==> src/rtl/seg7_scan.sv <==
// Four-digit multiplexed seven-segment driver with per-slot dead time and tear-free frame updates.
// Define SEG7_LZB_EN to enable leading-zero blanking of digits 3..1.
module seg7_scan #(
  parameter int WAIT  = 16,
  parameter int BLANK = 4
) (
  input  logic        i_clk,
  input  logic        i_rst,
  input  logic [15:0] i_value,
  input  logic [3:0]  i_dp,
  input  logic        i_load,
  input  logic        i_en,
  output logic [3:0]  o_an,
  output logic [6:0]  o_seg,
  output logic        o_dp,
  output logic        o_frame
);

  localparam logic [WAIT-1:0] CNT_MAX = '1;
  localparam logic [WAIT-1:0] BLANK_C = WAIT'(BLANK);

  typedef enum logic {
    PH_BLANK,
    PH_ON
  } phase_t;

  logic [WAIT-1:0] cnt;
  logic [1:0]      idx;
  logic [15:0]     act_val;
  logic [3:0]      act_dp;
  logic [15:0]     pend_val;
  logic [3:0]      pend_dp;
  logic            pend_flag;

  phase_t          phase;
  logic            slot_end;
  logic            boundary;
  logic [3:0]      nib;
  logic            lit;
  logic [3:0]      an_nxt;
  logic [6:0]      seg_nxt;
  logic            dp_nxt;

  function automatic logic [6:0] hex_decode(input logic [3:0] n);
    logic [6:0] s;
    case (n)
      4'h0: s = 7'h40;
      4'h1: s = 7'h79;
      4'h2: s = 7'h24;
      4'h3: s = 7'h30;
      4'h4: s = 7'h19;
      4'h5: s = 7'h12;
      4'h6: s = 7'h02;
      4'h7: s = 7'h78;
      4'h8: s = 7'h00;
      4'h9: s = 7'h10;
      4'hA: s = 7'h08;
      4'hB: s = 7'h03;
      4'hC: s = 7'h46;
      4'hD: s = 7'h21;
      4'hE: s = 7'h06;
      default: s = 7'h0E;
    endcase
    return s;
  endfunction

`ifdef SEG7_LZB_EN
  // A digit is suppressed when it and every higher nibble are zero and its dp is off.
  function automatic logic lz_blank(input logic [15:0] v, input logic [3:0] d,
                                    input logic [1:0] i);
    logic zero;
    logic r;
    zero = 1'b1;
    r    = 1'b0;
    for (int n = 3; n >= 1; n--) begin
      zero = zero & (v[n*4 +: 4] == 4'h0);
      if (i == 2'(n)) r = zero & ~d[n];
    end
    return r;
  endfunction
`endif

  always_comb begin
    slot_end = (cnt == CNT_MAX);
    boundary = slot_end && (idx == 2'd3);
    phase    = (cnt < BLANK_C) ? PH_BLANK : PH_ON;
    nib      = act_val[{idx, 2'b00} +: 4];
    lit      = (phase == PH_ON) && i_en;
`ifdef SEG7_LZB_EN
    lit      = lit && !lz_blank(act_val, act_dp, idx);
`endif
    an_nxt   = 4'hF;
    if (lit) an_nxt[idx] = 1'b0;
    seg_nxt  = (phase == PH_ON) ? hex_decode(nib) : 7'h7F;
    dp_nxt   = (phase == PH_ON) ? ~act_dp[idx] : 1'b1;
  end

  // Scan position and frame marker
  always_ff @(posedge i_clk or posedge i_rst) begin
    if (i_rst) begin
      cnt     <= '0;
      idx     <= 2'd0;
      o_frame <= 1'b0;
    end else begin
      cnt     <= cnt + 1'b1;
      if (slot_end) idx <= idx + 2'd1;
      o_frame <= boundary;
    end
  end

  // Pending/active double buffer; a load on the boundary edge wins the flag.
  always_ff @(posedge i_clk or posedge i_rst) begin
    if (i_rst) begin
      act_val   <= '0;
      act_dp    <= '0;
      pend_val  <= '0;
      pend_dp   <= '0;
      pend_flag <= 1'b0;
    end else begin
      if (boundary && pend_flag) begin
        act_val <= pend_val;
        act_dp  <= pend_dp;
      end
      if (i_load) begin
        pend_val  <= i_value;
        pend_dp   <= i_dp;
        pend_flag <= 1'b1;
      end else if (boundary) begin
        pend_flag <= 1'b0;
      end
    end
  end

  // Registered display outputs
  always_ff @(posedge i_clk or posedge i_rst) begin
    if (i_rst) begin
      o_an  <= 4'hF;
      o_seg <= 7'h7F;
      o_dp  <= 1'b1;
    end else begin
      o_an  <= an_nxt;
      o_seg <= seg_nxt;
      o_dp  <= dp_nxt;
    end
  end

endmodule
==> config.mk <==
export PLATFORM = sky130hd
export DESIGN_NAME = seg7_scan
export DESIGN_NICKNAME = d
export VERILOG_FILES = /design/src/rtl/seg7_scan.sv
export SDC_FILE = /design/constraint.sdc
export NUM_CORES = 1
export LEC_CHECK = 0
export CORE_MARGIN = 2
export CORE_UTILIZATION = 50
export DETAILED_ROUTE_END_ITERATION = 10
export HOLD_SLACK_MARGIN = 0.06
export PLACE_DENSITY_LB_ADDON = 0.2
export SYNTH_ARGS = -nofsm -noshare
export SYNTH_HDL_FRONTEND = slang
export SYNTH_SLANG_ARGS = --single-unit
==> constraint.sdc <==
create_clock -name i_clk -period 2.24 [get_ports i_clk]
set_input_delay 0.336 -clock i_clk [delete_from_list [all_inputs] [get_ports i_clk]]
set_output_delay 0.336 -clock i_clk [all_outputs]
set_load 0.1 [all_outputs]
==> results.json <==
{
  "setup_viol": 0,
  "cts_resized": 0,
  "area_delta_synth_final_pct": 18.3,
  "crit_arrival_ps": 2320,
  "drc_errors": 0,
  "grt_max_degree": 73,
  "cp.required_ps": 2490,
  "hold_violations": 0,
  "ys_seq_area_share_pct": 58.0,
  "placementRows": 28,
  "clock_latency_ps": 340,
  "cp-end-kind": "flop",
  "yosys.area_share.simple_pct": 8.39,
  "powerDensity_mw_per_mm2": 633,
  "worst_pin_slew_ps": 546,
  "ys_seq_elements": 72,
  "post-cts-setup-buffers": 0,
  "maxCapViolations": 0,
  "syn_avg_cell_area_sq_um": 14.1,
  "irDropWorstVdd_uv": 495,
  "synth.distinct_cells": 36,
  "fin_util_pct": 61.9,
  "dieHeight_um": 83.1,
  "critPathSlowestCell": "mux4_1",
  "leakagePower_nw": 1.69,
  "grt_pass1_wl_um": 8800,
  "r2r-start": "idx[0]",
  "path_class": "flop to flop",
  "seqCellArea_sq_mm": 0.00182,
  "cp-start-kind": "flop",
  "crit_chain": "mux4_1, inv_1, ha_1, nor2_1, a21oi_1, a31oi_1",
  "cts-buffers-inserted": 9,
  "clockBufferDepth": 2,
  "hold_path_class": "input port to async pin",
  "synth-edff-count": 0,
  "detail-route-antenna-nets": 0,
  "dieWidth_um": 83.1,
  "path_clk_slew_ps": 70,
  "n_antenna_cell": 0,
  "postCtsHoldBufs": 0,
  "htree_levels": 3,
  "gp_congestion": 0.779,
  "yosysTopAreaCellShare_pct": 47.9,
  "root_buffer": "clkbuf_8",
  "syn_inst": 222,
  "vias_per_cell": 5.29,
  "layout-drive-gt1-share_pct": 33.3,
  "multiInputGateArea_sq_mm": 0.00123,
  "grt_pass1_vias": 1820,
  "syn-cell-area_sq_mm": 0.00313,
  "relSlewSlack_pct": 63.5,
  "finalCriticalPeriod_ps": 2070,
  "synthFlopType": "dfrtp_1",
  "track_usage_pct": 16.1,
  "portBuffers": 36,
  "r2r_setup_slack_ps": 170,
  "fin_skew_ps": 6.85,
  "drv_slew": 0,
  "gr-total-overflow": 0,
  "synth_adder_area_share_pct": 4.39,
  "start_util_pct": 52.3,
  "io_pins": 37,
  "synth_top_family_by_area": "multiplexers",
  "slowest_delay_ps": 700,
  "dr.pass1.iters": 4,
  "yosys.area_share.xor_xnor_pct": 4.19,
  "coreArea_sq_mm": 0.00599,
  "rsz0062_at_grt": "no",
  "r2r_cells": 6,
  "synth.area.mux_share_pct": 19.7,
  "synthTopCellsByArea": "dfrtp_1 (48%), mux2_2 (15%), dfstp_2 (10%)",
  "synth_commonest_cells": "dfrtp_1 (60), mux2_2 (41), dfstp_2 (12)",
  "synth_nets": 257,
  "synth.yosys.warnings": 0,
  "synth_top_area_cell": "dfrtp_1",
  "max_freq_ghz": 0.484,
  "synth_most_common_cell": "dfrtp_1",
  "cts_tree": "yes",
  "ys_async_sr_fraction_pct": 100,
  "synth_compound_gate_area_share_pct": 2.64,
  "dp_hpwl_um": 3470,
  "vias": 1826,
  "timing.rr.end": "o_seg[3]",
  "antenna_found_initial": 0,
  "wl_um": 5070,
  "clock-sinks": 72,
  "period_share_pct": 92.2,
  "dieArea_sq_mm": 0.00691,
  "wire_per_inst_um": 14.7,
  "fillCellCount": 482,
  "first_iter_violations": 88,
  "status": "finished, final reports clean",
  "nNetsFinal": 300,
  "cp_max_fo": 5,
  "setup-tns-final_ps": 0
}
-- cell families after synthesis --
kind of cell	Yosys count
flip-flops	72
multiplexers	49
AND/OR/NAND/NOR	45
buffers and inverters	18
XOR/XNOR	15
AO/OA/AOI/OAI	12
adder cells (fa/ha/maj)	11
-- cell usage in the layout, fill, tap and decap left out, drive strengths merged, types with 4 or more instances in the layout --
cell type / instances
dfrtp: 60
mux2: 41
clkdlybuf4s50: 23
buf: 17
clkbuf: 15
dfstp: 12
ha: 11
nand3: 11
inv: 10
xnor2: 9
nand2: 7
nand4: 6
xor2: 6
nor2: 5
mux4: 5
o221ai: 4
-- layer usage --
| metal | track usage (%) | vias to the layer above | wire length, um |
|---|---|---|---|
| met5 | 0 | - | 0 |
| met4 | 4.47 | 0 | 39 |
| met3 | 6.06 | 5 | 225 |
| met2 | 23.8 | 36 | 2260 |
| met1 | 22.5 | 907 | 2550 |
| li1 | - | 878 | - |
-- report_power, final --
part / internal [mW] / switching (mW) / leakage [nW] / total, mW
combinational: 0.0732 / 0.0529 / 0.709 / 0.126
sequential: 1.34 / 0.0203 / 0.898 / 1.36
clock: 0.433 / 0.428 / 0.0817 / 0.861
-- critical path, delay by kind of cell, from the launching register on --
| kind | cells | cell delay (ps) |
|---|---|---|
| fa+ha+maj | 1 | 270 |
| mux | 1 | 700 |
| flops | 1 | 490 |
| buf+inv | 1 | 180 |
| compound gates | 2 | 230 |
| simple gates | 1 | 110 |
-- flip-flops by register name, summed over array words and instances (netlist names), 2 cells and up --
register  count
act_val      16
cnt          16
pend_val     16
o_seg         7
act_dp        4
o_an          4
pend_dp       4
idx           2
-- how the worst max path moves through the flow --
stage,start,to,slack [ps],cells after the start
global placement,idx[0],o_seg[3],220,6
global route,idx[0],o_seg[3],7,6
finish,idx[0],o_seg[3],170,6
CTS,idx[0],o_seg[3],120,6
detailed placement,idx[0],o_seg[3],150,6
floorplan,i_rst,act_dp[0],100,1
-- stage by stage --
stage               std cells  hold WS [ps]  power [mW]  setup slack [ps]  cell area, sq um
floorplan                 222           405        1.44              98.9              3130
global placement          329           454        1.51               219              3550
detailed placement        329           467        1.51               149              3550
CTS                       345           397        2.38               117              3710
global route              345           421        2.45              6.51              3710
finish                    345           382        2.35               174              3710
-- area by class of cell --
cell class              instances  share of cell area, %
clock buffers                  15                   4.22
clock inverters                 1                  0.135
inverters                      10                   1.01
multi-input cells             132                   33.1
flip-flops and latches         72                   49.0
well taps                      75                   2.53
repair buffers                 40                   9.99
Power figures use the tool's default switching activity.
